File: config.mk
export PLATFORM = sky130hd
export DESIGN_NAME = pipe_hazard_ctrl
export DESIGN_NICKNAME = d
export VERILOG_FILES = /design/src/rtl/pipe_hazard_ctrl.sv
export SDC_FILE = /design/constraint.sdc
export NUM_CORES = 1
export LEC_CHECK = 0
export ABC_AREA = 1
export CORE_UTILIZATION = 45
export DETAILED_ROUTE_END_ITERATION = 12
export HOLD_SLACK_MARGIN = 0.15
export PLACE_DENSITY = 0.85
export SLEW_MARGIN = 0
export SYNTH_ARGS = -nofsm -noshare
export SYNTH_HDL_FRONTEND = slang
export SYNTH_SLANG_ARGS = --single-unit
File: constraint.sdc
create_clock -name clock -period 4.7 [get_ports clock]
set_input_delay 0.94 -clock clock [delete_from_list [all_inputs] [get_ports clock]]
set_output_delay 0.94 -clock clock [all_outputs]
set_load 0.01 [all_outputs]
File: src/rtl/pipe_hazard_ctrl.sv
// Pipeline sequencer: stall, flush, freeze, watchdog and HLT drain control.
// Optional perf counters are enabled with `define PIPE_CTRL_PERF_EN.
module pipe_hazard_ctrl #(
  parameter int unsigned DRAIN_CYCLES = 3,
  parameter int unsigned MEM_TIMEOUT  = 255
) (
  input  logic        clock,
  input  logic        reset,
  input  logic [4:0]  id_rs1,
  input  logic [4:0]  id_rs2,
  input  logic        id_use_rs1,
  input  logic        id_use_rs2,
  input  logic        id_halt,
  input  logic [4:0]  ex_rd,
  input  logic        ex_mem_read,
  input  logic        ex_branch_taken,
  input  logic        mem_busy,
  output logic        pc_write_en,
  output logic        if_id_write_en,
  output logic        if_id_flush,
  output logic        id_ex_write_en,
  output logic        id_ex_flush,
  output logic        ex_mem_write_en,
  output logic        mem_wb_write_en,
  output logic        halted,
  output logic        mem_timeout,
  output logic [31:0] stall_cycles,
  output logic [31:0] flush_count
);

  localparam logic [1:0] S_RUN   = 2'd0;
  localparam logic [1:0] S_DRAIN = 2'd1;
  localparam logic [1:0] S_HALT  = 2'd2;

  localparam logic [3:0]  DRAIN_INIT = 4'(DRAIN_CYCLES);
  localparam logic [15:0] BUSY_MAX   = 16'(MEM_TIMEOUT);

  logic [1:0]  state_q, state_d;
  logic [3:0]  drain_q, drain_d;
  logic [15:0] busy_q, busy_d;
  logic        tmo_q, tmo_d;

  logic load_use;
  logic rs1_hit;
  logic rs2_hit;
  logic br_acc;

  // Register 31 reads as zero, so a load into it never creates a hazard.
  assign rs1_hit  = id_use_rs1 && (id_rs1 == ex_rd);
  assign rs2_hit  = id_use_rs2 && (id_rs2 == ex_rd);
  assign load_use = ex_mem_read && (ex_rd != 5'd31)
                    && (rs1_hit || rs2_hit);

  // Control outputs and FSM next state by priority.
  always_comb begin
    pc_write_en     = 1'b1;
    if_id_write_en  = 1'b1;
    if_id_flush     = 1'b0;
    id_ex_write_en  = 1'b1;
    id_ex_flush     = 1'b0;
    ex_mem_write_en = 1'b1;
    mem_wb_write_en = 1'b1;
    state_d         = state_q;
    drain_d         = drain_q;
    br_acc          = 1'b0;
    if (reset || mem_busy || state_q == S_HALT) begin
      pc_write_en     = 1'b0;
      if_id_write_en  = 1'b0;
      id_ex_write_en  = 1'b0;
      ex_mem_write_en = 1'b0;
      mem_wb_write_en = 1'b0;
    end else begin
      case (state_q)
        S_RUN: begin
          if (ex_branch_taken) begin
            if_id_flush = 1'b1;
            id_ex_flush = 1'b1;
            br_acc      = 1'b1;
          end else if (load_use) begin
            pc_write_en    = 1'b0;
            if_id_write_en = 1'b0;
            id_ex_flush    = 1'b1;
          end else if (id_halt) begin
            pc_write_en = 1'b0;
            if_id_flush = 1'b1;
            state_d     = S_DRAIN;
            drain_d     = DRAIN_INIT;
          end
        end
        S_DRAIN: begin
          pc_write_en = 1'b0;
          if_id_flush = 1'b1;
          drain_d     = drain_q - 4'd1;
          if (drain_q == 4'd1) begin
            state_d = S_HALT;
          end
        end
        default: begin
          pc_write_en     = 1'b0;
          if_id_write_en  = 1'b0;
          id_ex_write_en  = 1'b0;
          ex_mem_write_en = 1'b0;
          mem_wb_write_en = 1'b0;
          state_d         = S_RUN;
        end
      endcase
    end
  end

  // Watchdog: count consecutive busy cycles, latch error at the limit.
  always_comb begin
    busy_d = 16'd0;
    if (mem_busy) begin
      busy_d = (busy_q == BUSY_MAX) ? busy_q : busy_q + 16'd1;
    end
    tmo_d = tmo_q || (mem_busy && busy_d == BUSY_MAX);
  end

  // FSM, drain and watchdog state.
  always_ff @(posedge clock or posedge reset) begin
    if (reset) begin
      state_q <= S_RUN;
      drain_q <= 4'd0;
      busy_q  <= 16'd0;
      tmo_q   <= 1'b0;
    end else begin
      state_q <= state_d;
      drain_q <= drain_d;
      busy_q  <= busy_d;
      tmo_q   <= tmo_d;
    end
  end

  assign halted      = (state_q == S_HALT);
  assign mem_timeout = tmo_q;

`ifdef PIPE_CTRL_PERF_EN
  logic [31:0] stall_q, stall_d;
  logic [31:0] flush_q, flush_d;
  logic        stall_ev;

  // Any live-state cycle that holds the PC counts as a stall.
  assign stall_ev = (state_q != S_HALT) && !pc_write_en;

  // Saturating perf counter next values.
  always_comb begin
    stall_d = stall_q;
    flush_d = flush_q;
    if (stall_ev && stall_q != 32'hFFFF_FFFF) begin
      stall_d = stall_q + 32'd1;
    end
    if (br_acc && flush_q != 32'hFFFF_FFFF) begin
      flush_d = flush_q + 32'd1;
    end
  end

  // Perf counter registers.
  always_ff @(posedge clock or posedge reset) begin
    if (reset) begin
      stall_q <= 32'd0;
      flush_q <= 32'd0;
    end else begin
      stall_q <= stall_d;
      flush_q <= flush_d;
    end
  end

  assign stall_cycles = stall_q;
  assign flush_count  = flush_q;
`else
  logic unused_br;
  assign unused_br    = br_acc;
  assign stall_cycles = 32'd0;
  assign flush_count  = 32'd0;
`endif

endmodule
==> flow_metrics.env, run 1 <==
export IMPL_status="complete, no violations"
export IMPL_cts_sinks=23
export IMPL_final_common_cell="nand2_1"
export IMPL_start_kind="primary input"
export IMPL_synth_cell_types=26
export IMPL_post_route_cells_drive_above_1_share=0.0398
export IMPL_rsz0062_at_grt="no"
export IMPL_yosys_area_top_type="dfrtp_1"
export IMPL_reg2reg_to="mem_timeout$_DFF_PP0_"
export IMPL_ys_ff_latch=23
export IMPL_cp_data_arrival_time_ps=2980
export IMPL_finish_utilization=0.504
export IMPL_grt_pass1_wl_mm=7.33
export IMPL_drt_initial_drc_count=92
export IMPL_ctsLongestPathBuffers=2
export IMPL_dr_pass1_iters=4
export IMPL_synthToLayoutAreaGrowth_pct=7.34
export IMPL_finalCritPeriodShare=0.834
export IMPL_setup_viol=0
export IMPL_final_cell_mix="84 x nand2_1, 64 x conb_1, 52 x inv_1, 45 x nor2_1, 31 x clkdlybuf4s50_1"
export IMPL_synthCells=346
export IMPL_wl_per_cell_um=9.75
export IMPL_tns_ps=0
export IMPL_cp_end_kind="output port"
export IMPL_r2r_slack_ps=2820
export IMPL_fin_area_mm2=0.00240
export IMPL_drtAntennaViolNets=0
export IMPL_post_cts_buffers=0
export IMPL_port_buffer_count=31
export IMPL_start_util=0.469
export IMPL_hold_path_class="register to register"
export IMPL_synthTopCellsByArea="dfrtp_1 26%, buf_4 22%, nand2_1 14%, inv_1 8.7%, nor2_1 7.6%"
export IMPL_netlist_area_leader_share=0.258
export IMPL_ios=96
export IMPL_grt_max_degree=24
export IMPL_clock_skew_ps=6.82
export IMPL_place_gp_congestion=0.868
export IMPL_n_antenna_cell=0
export IMPL_finalWirelength_mm=4.33
export IMPL_final_hold_violation_count=0
export IMPL_reg2reg_depth=11
export IMPL_synth_area_mm2=0.00223
export IMPL_grt_pass1_vias=1705
export IMPL_cts_hold_buf=0
export IMPL_antenna_found_initial=0
export IMPL_min_to="mem_timeout$_DFF_PP0_"
export IMPL_clkTransAtPathRegs_ps=90
export IMPL_regToRegStartpoint="busy_q[0]$_DFF_PP0_"
export IMPL_clkLatencyLatePin_ps=270
export IMPL_syn_avg_cell_area_um2=6.45
export IMPL_coreArea_mm2=0.00475
export IMPL_nNetsFinal=404
export IMPL_hold_depth=2
export IMPL_die_x_um=72.4
export IMPL_numCtsBuffers=3
export IMPL_num_vias=1942
export IMPL_remaining_drc_errors=0
export IMPL_yosysWarnings=0
export IMPL_postPlaceCellArea_mm2=0.00235
export IMPL_gr_usage_all_layers=0.175
export IMPL_final_max_slew_viol_count=0
export IMPL_max_freq_ghz=0.255
export IMPL_min_from="mem_timeout$_DFF_PP0_"
export IMPL_max_cap_viol_count=0
export IMPL_yosysSeqAreaShare=0.258
export IMPL_max_slew_margin_rel=0.405
export IMPL_via_per_inst=4.37
export IMPL_leakagePower_nw=1.37
export IMPL_chipHeight_um=72.4
export IMPL_fin_crit_ps=3920
export IMPL_worst_path_max_fanout=4
export IMPL_synth_edff_count=0
export IMPL_cts_root_buf="clkbuf_8"
export IMPL_core_rowCount=25
export IMPL_dieArea_mm2=0.00525
export IMPL_grt_overflow=0
export IMPL_vdd_drop_max_mv=0.229
export IMPL_cts_tree="yes"
export IMPL_required_ps=3760
export IMPL_htree_levels=1
export IMPL_ys_flop_type="dfrtp_1"
export IMPL_worstSetupPathType="primary input to output port"
export IMPL_dp_hpwl_mm=3.45
export IMPL_worst_pin_slew_ps=891
export IMPL_powerDensity_mw_per_mm2=255
export IMPL_cts_resized=0
export IMPL_synth_async_reset_ratio=1.00
## worst max-delay path: stages
cell             delay (ps)
clkdlybuf4s50_1         460
nor3_1                  360
inv_1                   100
nor2_1                  230
o21ai_0                 190
a21oi_1                 150
clkdlybuf4s50_1         550
## logic make-up (layout without fill, tap and decap cells)
kind of cell	count (synthesis)	after routing	share of synthesized area
simple gates	175	175	0.335
fa+ha+maj	3	3	0.0168
flops	23	23	0.258
xor+xnor	7	7	0.0275
buf+inv	122	90	0.324
other cells	1	64	0.00168
compound gates	15	15	0.0376
## metal layers
layer / track usage / vias to the layer above / share of wire
met1: 0.232 / 856 / 0.43
met4: 0.0632 / 0 / 0.022
li1: - / 983 / -
met2: 0.287 / 88 / 0.48
met3: 0.0278 / 15 / 0.069
met5: 0 / - / 0
## cells in the mapped netlist, types with 2 or more instances
cell type and instances:
a21oi_1 6, buf_4 66, dfrtp_1 23, ha_1 3, inv_1 52, inv_2 2
nand2_1 84, nand2_2 5, nand3_1 25, nand4_1 6, nor2_1 45, nor2_4 2
nor3_1 4, o21ai_0 5, o21bai_1 2, xor2_1 6
## report_power, final
group          switching [mW]  total, mW  internal (mW)
logic                   0.140      0.230         0.0908
registers              0.0323      0.257          0.224
clock network          0.0656      0.125         0.0593
## sequential cells by signal, indices dropped and copies added (netlist names)
register and cells:
busy_q 16, drain_q 4, state_q 2, mem_timeout 1
## worst max path at each step
stage	start	end	slack, ps
after floorplan	mem_busy	if_id_flush	1790
after global placement	mem_busy	if_id_flush	900
after detailed placement	mem_busy	if_id_flush	810
after CTS	mem_busy	if_id_flush	780
after global routing	mem_busy	if_id_flush	630
final	mem_busy	if_id_flush	780
## final cells by class
class                   count  area, um^2
fillers                   475        2360
multi-input cells         264        1170
flip-flops and latches     23         576
well taps                  67        83.8
repair buffers             32         318
inverters                  54         203
clock inverters             1        5.00
clock buffers               3        41.3
## stage by stage
stage / total power [mW] / instances / setup slack [ps] / hold slack, ps
2_1_floorplan: 0.446 / 409 / 1790 / 464
3_5_place_dp: 0.487 / 440 / 810 / 465
4_1_cts: 0.612 / 444 / 783 / 487
3_3_place_gp: 0.479 / 440 / 896 / 448
5_1_grt: 0.665 / 444 / 625 / 520
6_report: 0.612 / 444 / 782 / 493
No activity file was read; power rests on OpenSTA's default activity.
==> run 2, diff against run 1 <==
Settings changed: CORE_UTILIZATION 45 to 39, PLACE_DENSITY 0.85 to 0.78.
Clock period 4.7 ns to 3.16 ns, I/O delays scaled along.
==> run 2 against run 1 <==
  * Final cell count rose by 1.8%
  * Routed wire length fell by 6.3%
  * Non-clock buffer count rose by 3
  * Critical endpoint is now if_id_write_en
  * Register-to-register slack got worse by 1500 ps
  * Via count fell by 1.1%
  * Critical path type unchanged
  * Highest routed layer unchanged
  * Global-route usage fell by 3.2 points
  * Sequential cell count did not move
  * Combinational power rose by 53%
  * Clock power rose by 50%
==> flow_metrics.env, run 2 (synthesis results as in run 1) <==
export IMPL_critPathBufInv=3
export IMPL_cp_data_arrival_time_ps=2410
export IMPL_clock_skew_ps=6.11
export IMPL_leakagePower_nw=1.43
export IMPL_final_cell_mix="84 x nand2_1, 64 x conb_1, 52 x inv_1, 45 x nor2_1, 28 x clkdlybuf4s50_1"
export IMPL_cts_tree="yes"
export IMPL_drtAntennaViolNets=0
export IMPL_gr_usage_all_layers=0.143
export IMPL_hold_depth=2
export IMPL_top_register="busy_q"
export IMPL_rsz0062_at_grt="no"
export IMPL_place_inst=448
export IMPL_numCtsBuffers=3
export IMPL_wl_per_cell_um=8.97
export IMPL_dieArea_mm2=0.00603
export IMPL_cts_hold_buf=0
export IMPL_drt_initial_drc_count=148
export IMPL_top_regs="busy_q x16, drain_q x4, state_q x2"
export IMPL_cp_end_kind="output port"
export IMPL_finalCritPeriodShare=0.964
export IMPL_num_vias=1920
export IMPL_post_route_cells_drive_above_1_share=0.0474
export IMPL_worst_pin_slew_ps=879
export IMPL_ios=96
export IMPL_clkTransAtPathRegs_ps=80
export IMPL_die_x_um=77.7
export IMPL_grt_pass1_wl_mm=7.03
export IMPL_tns_ps=0
export IMPL_synthToLayoutAreaGrowth_pct=9.08
export IMPL_final_cells=452
export IMPL_grt_overflow=0
export IMPL_routed_wl_met3_um=236
export IMPL_final_hold_violation_count=0
export IMPL_chipHeight_um=77.7
export IMPL_reg2reg_depth=13
export IMPL_wl_met1_mm=1.78
export IMPL_remaining_drc_errors=0
export IMPL_final_common_cell="nand2_1"
export IMPL_slowest_delay_ps=550
export IMPL_coreArea_mm2=0.00551
export IMPL_dr_pass1_iters=4
export IMPL_grt_max_degree=24
export IMPL_antenna_found_initial=0
export IMPL_top_layer="met4"
export IMPL_place_gp_congestion=0.848
export IMPL_post_cts_buffers=0
export IMPL_power_total_mw=0.923
export IMPL_start_kind="primary input"
export IMPL_via_per_inst=4.25
export IMPL_ctsLongestPathBuffers=2
export IMPL_finish_utilization=0.442
export IMPL_crit_cells=9
export IMPL_final_max_slew_viol_count=0
export IMPL_port_buffer_count=31
export IMPL_largest_reg_flops=16
export IMPL_clkLatencyLatePin_ps=270
export IMPL_start_util=0.405
export IMPL_worst_path_max_fanout=5
export IMPL_max_freq_ghz=0.328
export IMPL_status="complete, no violations"
export IMPL_grt_pass1_vias=1693
export IMPL_nNetsFinal=407
export IMPL_worstSetupPathType="primary input to output port"
export IMPL_required_ps=2530
export IMPL_crit_path_cell_trace="clkdlybuf4s50_1, nor2_1, nor3_1, nand3_1, nand2_1, nand2_1, o21ai_1, inv_1, clkdlybuf4s50_1"
export IMPL_max_slew_margin_rel=0.413
export IMPL_dp_hpwl_mm=3.29
export IMPL_powerDensity_mw_per_mm2=379
export IMPL_whs_ps=466
export IMPL_core_rowCount=27
export IMPL_n_antenna_cell=0
export IMPL_vdd_drop_max_mv=0.361
export IMPL_htree_levels=1
export IMPL_critical_path_slowest_cell="clkdlybuf4s50_1"
export IMPL_max_cap_viol_count=0
export IMPL_cpLargestDelayFamily="buffers and inverters"
export IMPL_setup_viol=0
export IMPL_wl_met2_mm=1.97
export IMPL_finalWirelength_mm=4.06
export IMPL_hold_path_class="register to register"
export IMPL_cts_sinks=23
export IMPL_cts_root_buf="clkbuf_8"
export IMPL_fin_crit_ps=3050
==> run 2: cell count changes in the layout (fill, tap and decap cells not counted), sizes merged <==
cell           previous run  this run
buf                       1         4
dlymetal6s2s              0         3
clkinvlp                  0         1
clkdlybuf4s50            31        28
clkinv                    1         0
==> run 2: worst paths after layout <==
check,slack [ps],to,from
min in group asynchronous,910,busy_q[13]$_DFF_PP0_,reset
max,110,if_id_write_en,ex_rd[2]
max in group asynchronous,1710,busy_q[2]$_DFF_PP0_,reset
min reg2reg,470,mem_timeout$_DFF_PP0_,mem_timeout$_DFF_PP0_
min,470,mem_timeout$_DFF_PP0_,mem_timeout$_DFF_PP0_
max reg2reg,1320,mem_timeout$_DFF_PP0_,busy_q[0]$_DFF_PP0_
==> run 2: per-layer routing <==
metal	up-vias	track usage
met5	-	0
met4	0	0.0453
met1	841	0.177
li1	999	-
met2	70	0.244
met3	10	0.0318
==> run 2: through the flow <==
stage / cell area [um^2] / setup slack [ps]
floorplan: 2470 / 864
global placement: 2380 / 79.3
detailed placement: 2380 / 43.1
CTS: 2430 / 27.6
global route: 2430 / 6.42
finish: 2430 / 114
==> run 2: timing repair <==
item	in CTS	in global routing
endpoints found under the setup margin	0	3
gates resized for setup	0	4
hold endpoints to repair	0	0
==> run 2: power breakdown <==
group          leakage (nW)  switching [mW]  total [mW]  internal, mW
clock                0.0217          0.0974       0.187        0.0892
combinational          1.10           0.206       0.353         0.147
sequential            0.307          0.0491       0.383         0.334
total                  1.43           0.352       0.923         0.570
==> run 2: area by class of cell <==
type / count / area, um^2
Fill cell: 588 / 3070
Sequential cell: 23 / 576
Tap cell: 72 / 90.1
Clock inverter: 1 / 7.51
Clock buffer: 3 / 41.3
Timing Repair Buffer: 35 / 348
Multi-Input combinational cell: 264 / 1170
Inverter: 54 / 203
==> run 2: tightest hold or removal path: stages (launching register included) <==
cell,delay (ps)
dfrtp_1,340
inv_1,40
nand2_1,50
==> RTL change 1, RTL diff (config.mk and constraints of run 1) <==
Put one more register stage on the output `mem_timeout`, cleared by the reset. The value now appears one clock later. The other outputs are not delayed to match.
--- a/src/rtl/pipe_hazard_ctrl.sv
+++ b/src/rtl/pipe_hazard_ctrl.sv
@@ -133,5 +133,11 @@
 
   assign halted      = (state_q == S_HALT);
-  assign mem_timeout = tmo_q;
+  always_ff @(posedge clock or posedge reset) begin
+    if (reset) begin
+      mem_timeout <= '0;
+    end else begin
+      mem_timeout <= tmo_q;
+    end
+  end
 
 `ifdef PIPE_CTRL_PERF_EN
Check against the original RTL: same outputs for any inputs over 10 cycles, from zero or initial values and one cycle with reset high; that may be too few to reach the edited logic, so the function may still have changed.
==> RTL change 1 against run 1 <==
Critical path depth is the same; largest cell class unchanged; maximum frequency shrank 0.41%; core utilization grew 0.72 points; power rose by 11%; synthesized area up 1.1%; via count shrank 1.5%; routed wire length decreased by 2.8%; setup slack got worse by 0.016 ns; clock power is 46% higher; sequential cell count is 1 higher; cell area up 2.1%; sequential share of layout area increased by 0.53 points; worst hold slack lost 0.11 ns.
==> RTL change 1: results <==
group,metric,value,unit
grt,grt_pass1_vias,1613,
placement,post-place-ws,0.731,ns
layout,seq_cell_count,24,
layout,nFillCells,506,
timing,skew,0.00452,ns
placement,dp_hpwl,3390,µm
layout,buf_share,13.0,%
placement,globalplace.congestion,0.869,
drt,drt_iter0_drc,79,
synthesis,synth-adder-area-share,1.66,%
pwr,leakage,1.39,nW
layout,post-route-util,51.1,%
synthesis,synth_area_leaders,"dfrtp_1, buf_4, nand2_1",
layout,clkCellAreaFrac,2.92,%
layout,stdcell_area,0.00245,mm²
pwr,finalPower,678,µW
layout,nets,405,
drt,wl,4210,µm
grt,grt_max_degree,25,
pwr,powerSeq,266,µW
pwr,p_sw_share,35.4,%
critical_path,reg2reg_slack,2.86,ns
critical_path,cp_data_arrival_time,2.99,ns
layout,drive_gt1_share,3.97,%
critical_path,ff2ff_path_depth,13,
outcome,status,"finished, final reports clean",
layout,final_cells,445,
layout,sh_seq_area,24.6,%
timing,worstMarginPinSlew,0.907,ns
grt,grtUsageTotal,16.5,%
[RTL change 1: cell types whose count changed in the layout (fill, tap and decap cells not counted)]
cell / run 1 / this run
bufinv_16: 0 / 1
clkinv_2: 1 / 0
dfrtp_1: 23 / 24
[RTL change 1: worst min-delay path by stage]
stage	depth (start not counted)	to	slack [ns]	from
2_1_floorplan	0	mem_timeout	0.35	tmo_q
4_1_cts	0	mem_timeout	0.38	tmo_q
3_3_place_gp	0	mem_timeout	0.36	tmo_q
6_report	0	mem_timeout	0.38	tmo_q
3_5_place_dp	0	mem_timeout	0.36	tmo_q
5_1_grt	0	mem_timeout	0.41	tmo_q
[RTL change 1: routing by layer]
layer | GRT usage [%] | vias to the layer above | wire (µm)
met5 | 0 | - | 0
met4 | 2.83 | 0 | 14
met3 | 4.01 | 2 | 252
met2 | 30.3 | 69 | 2150
met1 | 19.7 | 856 | 1800
li1 | - | 986 | -
==> RTL change 2, RTL diff (flow settings as in run 1) <==
Without the edit above. Build with the macro `PIPE_CTRL_PERF_EN` defined.
--- a/src/rtl/pipe_hazard_ctrl.sv
+++ b/src/rtl/pipe_hazard_ctrl.sv
@@ -1,4 +1,6 @@
 // Pipeline sequencer: stall, flush, freeze, watchdog and HLT drain control.
 // Optional perf counters are enabled with `define PIPE_CTRL_PERF_EN.
+`define PIPE_CTRL_PERF_EN
+
 module pipe_hazard_ctrl #(
   parameter int unsigned DRAIN_CYCLES = 3,
Function: changed (a bounded check fails within 4 cycles, from zero or initial values and one cycle with reset high).
==> RTL change 2 against run 1 <==
Synthesized area grew to 2.6 times the old value; die area grew to 2.6 times the old value; maximum frequency grew 2.3%; setup slack better by 0.087 ns; cell area rose to 3.0 times the old value; routed wire length rose to 3.4 times the old value; sequential cell count increased by 64; core utilization is 6.8 points higher; register-to-register slack lost 0.69 ns; power rose to 3.7 times the old value; worst hold slack worse by 0.029 ns; critical path type unchanged.
==> RTL change 2: results <==
group,metric,value,unit
critical_path,r2r_end,"stall_cycles[31]",
synthesis,synth_area_leaders,"dfrtp_1, nand2_1, nor2_1",
clock_network,cts_buffers,9,
critical_path,ff2ff_path_depth,9,
pwr,irDropWorstVdd,0.294,mV
drt,drtPass1Iterations,5,
grt,grt_max_degree,40,
synthesis,ys_types,34,
placement,dp_hpwl,10900,µm
critical_path,cp_data_arrival_time,2.89,ns
synthesis,syn_inst,860,
critical_path,slowest_delay,0.54,ns
outcome,status,"finished, final reports clean",
clock_network,cts_root_buffer,"clkbuf_16",
clock_network,h-tree-depth,3,
grt,grtUsageTotal,23.7,%
synthesis,synth_seq_area_share,37.4,%
layout,drive_gt1_share,3.87,%
layout,nFillCells,1167,
synthesis,synth_ff_type,"dfrtp_1",
critical_path,reg2reg_slack,2.13,ns
placement,globalplace.congestion,0.961,
clock_network,clk_latency,0.35,ns
drt,avgRoutedWirePerCell,13.1,µm
drt,drt_iter0_drc,409,
clock_network,path_clk_slew,0.06,ns
layout,nets,980,
placement,dpl_cell_area,0.00690,mm²
timing,holdWs,0.464,ns
pwr,leakage,3.50,nW
synthesis,netlist_top_cells_count,"nand2_1, nor2_1, inv_1",
placement,post-place-ws,0.881,ns
critical_path,rr_startpoint,"stall_cycles[0]",
timing,skew,0.00766,ns
placement,portBuffers,95,
drt,viasPerCell,5.11,
timing,relSlewSlack,27.2,%
critical_path,cp_max_fo,5,
grt,grt_pass1_vias,5307,
grt,antenna_found_initial,0,
[RTL change 2: changes by cell type after synthesis, moves of 33 or more]
cell	delta
nor2_1	+72
buf_4	-64
dfrtp_1	+64
nand2_1	+233
nand4_1	+38
inv_1	+43
xor2_1	+33
[RTL change 2: cells by family (layout without fill, tap and decap cells)]
| kind of cell | Yosys count | after routing | synth area share [%] |
|---|---|---|---|
| adder cells (fa/ha/maj) | 5 | 5 | 1.08 |
| flip-flops | 87 | 87 | 37.4 |
| buffers and inverters | 116 | 213 | 8.30 |
| XOR/XNOR | 49 | 49 | 7.38 |
| multiplexers | 1 | 1 | 0.172 |
| AO/OA/AOI/OAI | 26 | 26 | 2.47 |
| AND/OR/NAND/NOR | 576 | 576 | 43.2 |
[RTL change 2: area by class of cell]
class | instances | area, µm² | area share (%)
timing repair buffer | 99 | 981 | 13.6
clock inverter | 6 | 83.8 | 1.16
inverter | 98 | 369 | 5.11
sequential | 87 | 2180 | 30.2
tap | 172 | 215 | 2.98
multi-input combinational | 657 | 3160 | 43.7
clock buffer | 10 | 239 | 3.31
[RTL change 2: worst max path at each step]
stage	startpoint	to	slack, ns	cells after the start
floorplan	reset	busy_q[0]	1.51	1
global placement	ex_rd[0]	pc_write_en	0.90	11
detailed placement	ex_rd[0]	pc_write_en	0.88	11
CTS	ex_rd[0]	pc_write_en	0.87	11
global route	ex_rd[0]	if_id_flush	0.69	11
finish	ex_rd[0]	pc_write_en	0.87	11
[RTL change 2: power breakdown]
group | total [mW] | switching, mW | internal [mW]
sequential | 0.919 | 0.0990 | 0.820
combinational | 0.575 | 0.339 | 0.237
clock | 0.782 | 0.304 | 0.478
total | 2.28 | 0.741 | 1.53
[RTL change 2: routing by layer]
layer	vias to the layer above	share of wire (%)	track usage, %
met5	-	0	0
met4	0	2.0	8.89
met3	27	6.5	5.33
met2	201	46	37.7
met1	2639	46	31.8
li1	2904	-	-
[RTL change 2: critical path, delay by kind of cell]
family | cells | cell delay (ns)
AND/OR/NAND/NOR | 6 | 0.52
buffers and inverters | 4 | 1.15
AO/OA/AOI/OAI | 1 | 0.27
